--- src/rtl/rtc_transfer_sequencer.sv ---
// rtc_transfer_sequencer: expands one start request into per-field RTC bus cycles.
// Optional REQ watchdog is built when RTC_SEQ_TIMEOUT_EN is defined.
module rtc_transfer_sequencer #(
  parameter int TIMEOUT_CYCLES = 255,
  parameter int GAP_CYCLES = 1
) (
  input  logic        clk,
  input  logic        reset,
  input  logic        start_wr_time,
  input  logic        start_wr_timer,
  input  logic        start_rd_all,
  input  logic [71:0] wr_fields,
  output logic        bus_req,
  output logic        bus_rw,
  output logic [7:0]  bus_addr,
  output logic [7:0]  bus_wdata,
  input  logic [7:0]  bus_rdata,
  input  logic        bus_done,
  output logic [71:0] rd_fields,
  output logic [8:0]  field_sel,
  output logic        busy,
  output logic        done,
  output logic        err
);

  if (GAP_CYCLES < 1 || GAP_CYCLES > 15) begin : g_gap_chk
    $error("GAP_CYCLES out of range");
  end
  if (TIMEOUT_CYCLES < 1) begin : g_tmo_chk
    $error("TIMEOUT_CYCLES must be positive");
  end

  typedef enum logic [1:0] {IDLE, REQ, GAP, FINISH} state_t;

  state_t      state_q, state_d;
  logic        go_q, go_d;
  logic        rw_q, rw_d;
  logic [3:0]  idx_q, idx_d;
  logic [3:0]  last_q, last_d;
  logic [3:0]  gcnt_q, gcnt_d;
  logic [71:0] snap_q, snap_d;
  logic [71:0] shadow_q, shadow_d;
  logic        req_d, rwo_d, busy_d, done_d;
  logic [7:0]  addr_d, wdata_d;
  logic [8:0]  sel_d;
  logic [71:0] rd_d;
  logic        launch;
  logic        start_any;
  logic        tmo;

  assign start_any = start_wr_time | start_wr_timer | start_rd_all;

  function automatic logic [7:0] addr_of(input logic [3:0] i);
    unique case (i)
      4'd0:    addr_of = 8'h26;
      4'd1:    addr_of = 8'h25;
      4'd2:    addr_of = 8'h24;
      4'd3:    addr_of = 8'h23;
      4'd4:    addr_of = 8'h22;
      4'd5:    addr_of = 8'h21;
      4'd6:    addr_of = 8'h43;
      4'd7:    addr_of = 8'h42;
      4'd8:    addr_of = 8'h41;
      default: addr_of = 8'h00;
    endcase
  endfunction

  function automatic logic [7:0] byte_of(
    input logic [71:0] v,
    input logic [3:0]  i
  );
    byte_of = v[{i, 3'b000} +: 8];
  endfunction

  always_comb begin
    state_d  = state_q;
    go_d     = go_q;
    rw_d     = rw_q;
    idx_d    = idx_q;
    last_d   = last_q;
    gcnt_d   = gcnt_q;
    snap_d   = snap_q;
    shadow_d = shadow_q;
    req_d    = bus_req;
    rwo_d    = bus_rw;
    addr_d   = bus_addr;
    wdata_d  = bus_wdata;
    sel_d    = field_sel;
    busy_d   = busy;
    done_d   = 1'b0;
    rd_d     = rd_fields;
    launch   = 1'b0;
    unique case (state_q)
      IDLE: begin
        busy_d = 1'b0;
        req_d  = 1'b0;
        rwo_d  = 1'b0;
        sel_d  = '0;
        if (go_q) begin
          go_d   = 1'b0;
          launch = 1'b1;
        end else if (start_any) begin
          go_d   = 1'b1;
          snap_d = wr_fields;
          priority case (1'b1)
            start_wr_time: begin
              idx_d  = 4'd0;
              last_d = 4'd5;
              rw_d   = 1'b1;
            end
            start_wr_timer: begin
              idx_d  = 4'd6;
              last_d = 4'd8;
              rw_d   = 1'b1;
            end
            default: begin
              idx_d  = 4'd0;
              last_d = 4'd8;
              rw_d   = 1'b0;
            end
          endcase
        end
      end
      REQ: begin
        if (bus_done) begin
          if (!rw_q)
            shadow_d[{idx_q, 3'b000} +: 8] = bus_rdata;
          state_d = GAP;
          req_d   = 1'b0;
          gcnt_d  = '0;
        end else if (tmo) begin
          // abort: shadow bytes are dropped, rd_fields keeps old data
          state_d = FINISH;
          req_d   = 1'b0;
          sel_d   = '0;
          done_d  = 1'b1;
        end
      end
      GAP: begin
        if (gcnt_q == 4'(GAP_CYCLES - 1)) begin
          if (idx_q == last_q) begin
            state_d = FINISH;
            done_d  = 1'b1;
            sel_d   = '0;
            if (!rw_q)
              rd_d = shadow_q;
          end else begin
            idx_d  = idx_q + 4'd1;
            launch = 1'b1;
          end
        end else begin
          gcnt_d = gcnt_q + 4'd1;
        end
      end
      FINISH: begin
        state_d = IDLE;
        busy_d  = 1'b0;
        rwo_d   = 1'b0;
        sel_d   = '0;
      end
      default: state_d = IDLE;
    endcase
    if (launch) begin
      state_d = REQ;
      req_d   = 1'b1;
      busy_d  = 1'b1;
      rwo_d   = rw_q;
      addr_d  = addr_of(idx_d);
      wdata_d = rw_q ? byte_of(snap_q, idx_d) : 8'h00;
      sel_d   = 9'd1 << idx_d;
    end
  end

  always_ff @(posedge clk) begin
    if (!reset) begin
      state_q   <= IDLE;
      go_q      <= 1'b0;
      rw_q      <= 1'b0;
      idx_q     <= '0;
      last_q    <= '0;
      gcnt_q    <= '0;
      snap_q    <= '0;
      shadow_q  <= '0;
      bus_req   <= 1'b0;
      bus_rw    <= 1'b0;
      bus_addr  <= '0;
      bus_wdata <= '0;
      field_sel <= '0;
      busy      <= 1'b0;
      done      <= 1'b0;
      rd_fields <= '0;
    end else begin
      state_q   <= state_d;
      go_q      <= go_d;
      rw_q      <= rw_d;
      idx_q     <= idx_d;
      last_q    <= last_d;
      gcnt_q    <= gcnt_d;
      snap_q    <= snap_d;
      shadow_q  <= shadow_d;
      bus_req   <= req_d;
      bus_rw    <= rwo_d;
      bus_addr  <= addr_d;
      bus_wdata <= wdata_d;
      field_sel <= sel_d;
      busy      <= busy_d;
      done      <= done_d;
      rd_fields <= rd_d;
    end
  end

`ifdef RTC_SEQ_TIMEOUT_EN
  localparam int TW =
    (TIMEOUT_CYCLES > 255) ? $clog2(TIMEOUT_CYCLES + 1) : 8;

  logic [TW-1:0] tcnt_q;

  assign tmo = (state_q == REQ) && !bus_done &&
               (tcnt_q == TW'(TIMEOUT_CYCLES - 1));

  // counter is zero on every REQ entry since it clears outside REQ
  always_ff @(posedge clk) begin
    if (!reset) begin
      tcnt_q <= '0;
      err    <= 1'b0;
    end else begin
      tcnt_q <= (state_q == REQ) ? tcnt_q + TW'(1) : '0;
      err    <= tmo;
    end
  end
`else
  assign tmo = 1'b0;
  assign err = 1'b0;
`endif

endmodule

--- config.mk ---
export PLATFORM = sky130hd
export DESIGN_NAME = rtc_transfer_sequencer
export DESIGN_NICKNAME = d
export VERILOG_FILES = /design/src/rtl/rtc_transfer_sequencer.sv
export SDC_FILE = /design/constraint.sdc
export NUM_CORES = 1
export LEC_CHECK = 0
export BUFFER_PORTS_ARGS = -buffer_cell sky130_fd_sc_hd__clkbuf_2
export CORE_MARGIN = 4
export CORE_UTILIZATION = 55
export CTS_BUF_LIST = sky130_fd_sc_hd__clkbuf_16
export DETAILED_ROUTE_END_ITERATION = 10
export HOLD_SLACK_MARGIN = 0.08
export PLACE_DENSITY = 0.83
export SYNTH_ARGS = -nofsm -noshare
export SYNTH_HDL_FRONTEND = slang
export SYNTH_SLANG_ARGS = --single-unit
--- constraint.sdc ---
create_clock -name clk -period 3.3 [get_ports clk]
set_input_delay 0.165 -clock clk [delete_from_list [all_inputs] [get_ports clk]]
set_output_delay 0.165 -clock clk [all_outputs]
set_load 0.01 [all_outputs]
==> impl_metrics.xml <==
<?xml version="1.0" encoding="UTF-8"?>
<metrics>
  <group name="die">
    <metric name="die_y" unit="µm">144</metric>
    <metric name="floorplan.core_area" unit="µm²">18100</metric>
    <metric name="die_area" unit="µm²">20800</metric>
    <metric name="io_pins" unit="">188</metric>
    <metric name="floorplan.initialDensity" unit="%">56.4</metric>
    <metric name="die_x" unit="µm">144</metric>
    <metric name="num_rows" unit="">49</metric>
  </group>
  <group name="synth">
    <metric name="synth-warning-count" unit="">0</metric>
    <metric name="yosys.cell_types.count" unit="">50</metric>
    <metric name="synth_top_area_cell" unit="">sky130_fd_sc_hd__dfxtp_1</metric>
    <metric name="post-synth-top-count-cell" unit="">sky130_fd_sc_hd__nand2_1</metric>
    <metric name="synth-async-reset-ratio" unit="%">0</metric>
    <metric name="synth_enable_flop_cells" unit="">0</metric>
    <metric name="ys_ff_latch" unit="">256</metric>
    <metric name="synthesis.area_per_instance" unit="µm²">8.38</metric>
    <metric name="synth_ff_type" unit="">sky130_fd_sc_hd__dfxtp_1</metric>
    <metric name="post_synth_most_frequent_cells" unit="">341 x sky130_fd_sc_hd__nand2_1, 256 x sky130_fd_sc_hd__dfxtp_1, 185 x sky130_fd_sc_hd__a21oi_1</metric>
    <metric name="fraction_of_the_yosys_area_taken_by_sequential_cells" unit="%">50.3</metric>
    <metric name="syn_area" unit="µm²">10200</metric>
    <metric name="synth_top_cells_by_area" unit="">sky130_fd_sc_hd__dfxtp_1 50%, sky130_fd_sc_hd__nand2_1 13%, sky130_fd_sc_hd__a21oi_1 9.1%</metric>
    <metric name="syn-instance-count" unit="">1217</metric>
    <metric name="netlist.area_leader.share" unit="%">50.3</metric>
  </group>
  <group name="sta">
    <metric name="worst_max_slew_pin_slew" unit="ns">1.19</metric>
    <metric name="worst_clock_skew" unit="ns">0.00534</metric>
    <metric name="timing.fmax" unit="MHz">337</metric>
    <metric name="relSlewSlack" unit="%">20.6</metric>
    <metric name="timing_max_transition_violations_final" unit="">0</metric>
    <metric name="worst_setup_margin" unit="ns">0.330</metric>
    <metric name="rsz_0062_raised_after_global_routing" unit="">false</metric>
    <metric name="finalWorstPathRequiredPeriod" unit="ns">2.97</metric>
    <metric name="timing.final.setup_violations" unit="">0</metric>
    <metric name="min_period_over_period" unit="%">90.0</metric>
    <metric name="sum_neg_setup_slack" unit="ns">0</metric>
    <metric name="whs" unit="ns">0.193</metric>
    <metric name="total_count_of_hold_check_failures_in_the_final_report" unit="">0</metric>
  </group>
  <group name="pwr">
    <metric name="power_leakage" unit="µW">0.00508</metric>
    <metric name="total_power_consumption_of_the_routed_design" unit="µW">9030</metric>
    <metric name="vdd_drop_max" unit="µV">480</metric>
    <metric name="powerDensity" unit="nW/µm²">703</metric>
  </group>
  <group name="route">
    <metric name="vias_after_detailed_routing" unit="">9481</metric>
    <metric name="viasPerCell" unit="">5.60</metric>
    <metric name="detailedRoute.firstIterationViolations" unit="">600</metric>
    <metric name="drt_first_pass_iters" unit="">5</metric>
    <metric name="drtAntennaViolNets" unit="">0</metric>
    <metric name="remaining_drc_errors" unit="">0</metric>
    <metric name="postRouteWirelength" unit="µm">29400</metric>
    <metric name="detail_route.wl_per_cell" unit="µm">17.4</metric>
  </group>
  <group name="worst_setup_path">
    <metric name="cp_data_arrival_time" unit="ns">3.37</metric>
    <metric name="timing.critical_path.required" unit="ns">3.70</metric>
    <metric name="critical_path.n_buffers_inverters" unit="">1</metric>
    <metric name="cp_slowest_cell" unit="">sky130_fd_sc_hd__ha_1</metric>
    <metric name="largest_fanout_on_the_critical_path" unit="">18</metric>
    <metric name="criticalPathCategory" unit="">flip-flop to flip-flop</metric>
    <metric name="r2r_slack" unit="ns">0.33</metric>
    <metric name="reg2reg_from" unit="">state_q[0]</metric>
    <metric name="worst_r2r_path_depth" unit="">9</metric>
    <metric name="critPathLaunchType" unit="">flip-flop</metric>
    <metric name="critPathMaxStageDelay" unit="ns">0.52</metric>
    <metric name="crit-reg2reg-capture" unit="">bus_wdata[2]</metric>
    <metric name="crit_path_end_kind" unit="">flip-flop</metric>
    <metric name="worst_path_cell_chain" unit="">inv_1 -&gt; ha_1 -&gt; nand2b_1 -&gt; o21ai_0 -&gt; a41oi_1 -&gt; a211oi_2 -&gt; nor2_1 -&gt; a221oi_1 -&gt; a31oi_1</metric>
    <metric name="worst_path_dominant_cell_family" unit="">compound AO/OA/AOI/OAI gates</metric>
  </group>
  <group name="grt">
    <metric name="track_usage" unit="%">27.4</metric>
    <metric name="grt_first_pass_wirelength" unit="µm">46200</metric>
    <metric name="grt_pass1_vias" unit="">9143</metric>
    <metric name="grt_antenna_before_repair" unit="">3</metric>
    <metric name="maximum_number_of_pins_on_one_net_before_global_route_repair" unit="">146</metric>
    <metric name="gr-total-overflow" unit="">0</metric>
  </group>
  <group name="cts">
    <metric name="cts_made_buffers" unit="">25</metric>
    <metric name="clock_tree_from_tritoncts" unit="">yes</metric>
    <metric name="clock_insertion_delay_worst_skew" unit="ns">0.51</metric>
    <metric name="htree_levels" unit="">1</metric>
    <metric name="root_buffer" unit="">sky130_fd_sc_hd__clkbuf_16</metric>
    <metric name="clk_pin_slew" unit="ns">0.06</metric>
    <metric name="numClockSinks" unit="">256</metric>
    <metric name="cts_max_path_buffers" unit="">3</metric>
    <metric name="post_cts_buffers" unit="">0</metric>
  </group>
  <group name="worst_hold_path">
    <metric name="worstHoldStart" unit="">bus_done</metric>
    <metric name="worstHoldPathCells" unit="">4</metric>
    <metric name="worst_min_delay_path_category" unit="">input port to flip-flop</metric>
    <metric name="min_delay_worst_endpoint" unit="">bus_req</metric>
  </group>
  <group name="placed_design">
    <metric name="dp_slack" unit="ns">0.386</metric>
    <metric name="io_buffers" unit="">183</metric>
    <metric name="globalplace.congestion" unit="">0.877</metric>
    <metric name="detailed_place_hpwl" unit="µm">17700</metric>
  </group>
  <group name="outcome">
    <metric name="status" unit="">complete, no violations</metric>
  </group>
  <group name="run">
    <metric name="maxCapViolCount" unit="">0</metric>
  </group>
  <group name="cells_and_area">
    <metric name="layout-drive-gt1-share" unit="%">17.7</metric>
    <metric name="final_core_utilization" unit="%">71.0</metric>
    <metric name="num-nets-final" unit="">1548</metric>
    <metric name="area_delta_synth_final" unit="%">26.0</metric>
  </group>
</metrics>
[through the flow]
step	instance area (µm²)	cells
finish	12800	1693
global route	12800	1692
CTS	12800	1690
detailed placement	11200	1564
global placement	11200	1564
floorplan	10200	1220
[sequential cells by signal, summed over array words and instances (netlist names), 2 cells and up]
register and flops:
rd_fields 72, idx_q 4, gcnt_q 4, last_q 2, bus_wdata 8, bus_addr 5
state_q 2, shadow_q 72, field_sel 9, snap_q 72
[worst max path at each step]
stage / start / end / cells past startpoint / slack, ns
after floorplan: idx_q[0] / bus_addr[0] / 11 / 0.60
after global placement: state_q[0] / bus_wdata[7] / 9 / 0.51
after detailed placement: state_q[0] / field_sel[8] / 11 / 0.39
after CTS: state_q[0] / field_sel[8] / 11 / 0.39
after global routing: state_q[0] / bus_wdata[7] / 9 / 0.09
final: state_q[0] / bus_wdata[2] / 9 / 0.33
[per-layer routing]
metal	track usage (%)	part of all wire (%)
met1	33.6	40
met2	47.3	49
met3	4.86	6.5
met4	12.2	4.4
met5	0	0.048
[cell usage in the layout (no fill, tap or decap), types with 3 or more instances in the layout]
cell type	instances
sky130_fd_sc_hd__nand2b_1	8
sky130_fd_sc_hd__a211o_1	3
sky130_fd_sc_hd__o22a_1	8
sky130_fd_sc_hd__o21ai_0	10
sky130_fd_sc_hd__mux2i_1	72
sky130_fd_sc_hd__a21oi_1	185
sky130_fd_sc_hd__mux2_1	4
sky130_fd_sc_hd__buf_4	14
sky130_fd_sc_hd__or3_1	3
sky130_fd_sc_hd__and2_1	7
sky130_fd_sc_hd__dfxtp_1	256
sky130_fd_sc_hd__inv_1	14
sky130_fd_sc_hd__xor2_1	3
sky130_fd_sc_hd__bufinv_16	3
sky130_fd_sc_hd__conb_1	4
sky130_fd_sc_hd__clkinv_1	4
sky130_fd_sc_hd__a31oi_1	10
sky130_fd_sc_hd__and3_1	8
sky130_fd_sc_hd__clkbuf_16	25
sky130_fd_sc_hd__dlygate4sd3_1	83
sky130_fd_sc_hd__nand3_1	37
sky130_fd_sc_hd__clkinv_2	4
sky130_fd_sc_hd__clkbuf_2	183
sky130_fd_sc_hd__nand2_1	341
sky130_fd_sc_hd__nor3_1	11
sky130_fd_sc_hd__nor3b_1	3
sky130_fd_sc_hd__diode_2	3
sky130_fd_sc_hd__a221oi_1	16
sky130_fd_sc_hd__nor2_1	79
sky130_fd_sc_hd__mux2_2	13
sky130_fd_sc_hd__ha_1	17
[repair_timing]
action,4_1_cts,5_1_grt
hold endpoints to repair,92,0
gates resized for setup,0,0
hold buffers,83,0
[cells by family after synthesis]
family	Yosys count	synth area share (%)
AOI/OAI and AO/OA	242	13.4
other	1	0.0368
and+or+nand+nor	514	21.1
muxes	89	8.94
xor gates and xnor gates	4	0.344
DFF	256	50.3
adders and majority gates	17	2.09
buffers and inverters	94	3.80
[cell type report]
type | instances | area [µm²]
clock inverter | 18 | 160
timing repair buffer | 282 | 1890
tap | 229 | 287
sequential | 256 | 5120
inverter | 10 | 42.5
antenna | 3 | 7.51
clock buffer | 25 | 626
multi-input combinational | 870 | 4710
fill | 1322 | 5240
[report_power, final]
group | switching, µW | total [µW] | internal [µW]
Combinational | 1710 | 2550 | 842
Clock | 1150 | 2760 | 1600
Sequential | 279 | 3720 | 3440
[worst reg2reg max path, cell delays in order (launching register included)]
cell and delay, ns:
sky130_fd_sc_hd__dfxtp_1 0.36, sky130_fd_sc_hd__inv_1 0.10, sky130_fd_sc_hd__ha_1 0.52, sky130_fd_sc_hd__nand2b_1 0.19, sky130_fd_sc_hd__o21ai_0 0.15, sky130_fd_sc_hd__a41oi_1 0.20
sky130_fd_sc_hd__a211oi_2 0.52, sky130_fd_sc_hd__nor2_1 0.32, sky130_fd_sc_hd__a221oi_1 0.36, sky130_fd_sc_hd__a31oi_1 0.13
No activity file was read; power rests on OpenSTA's default activity.
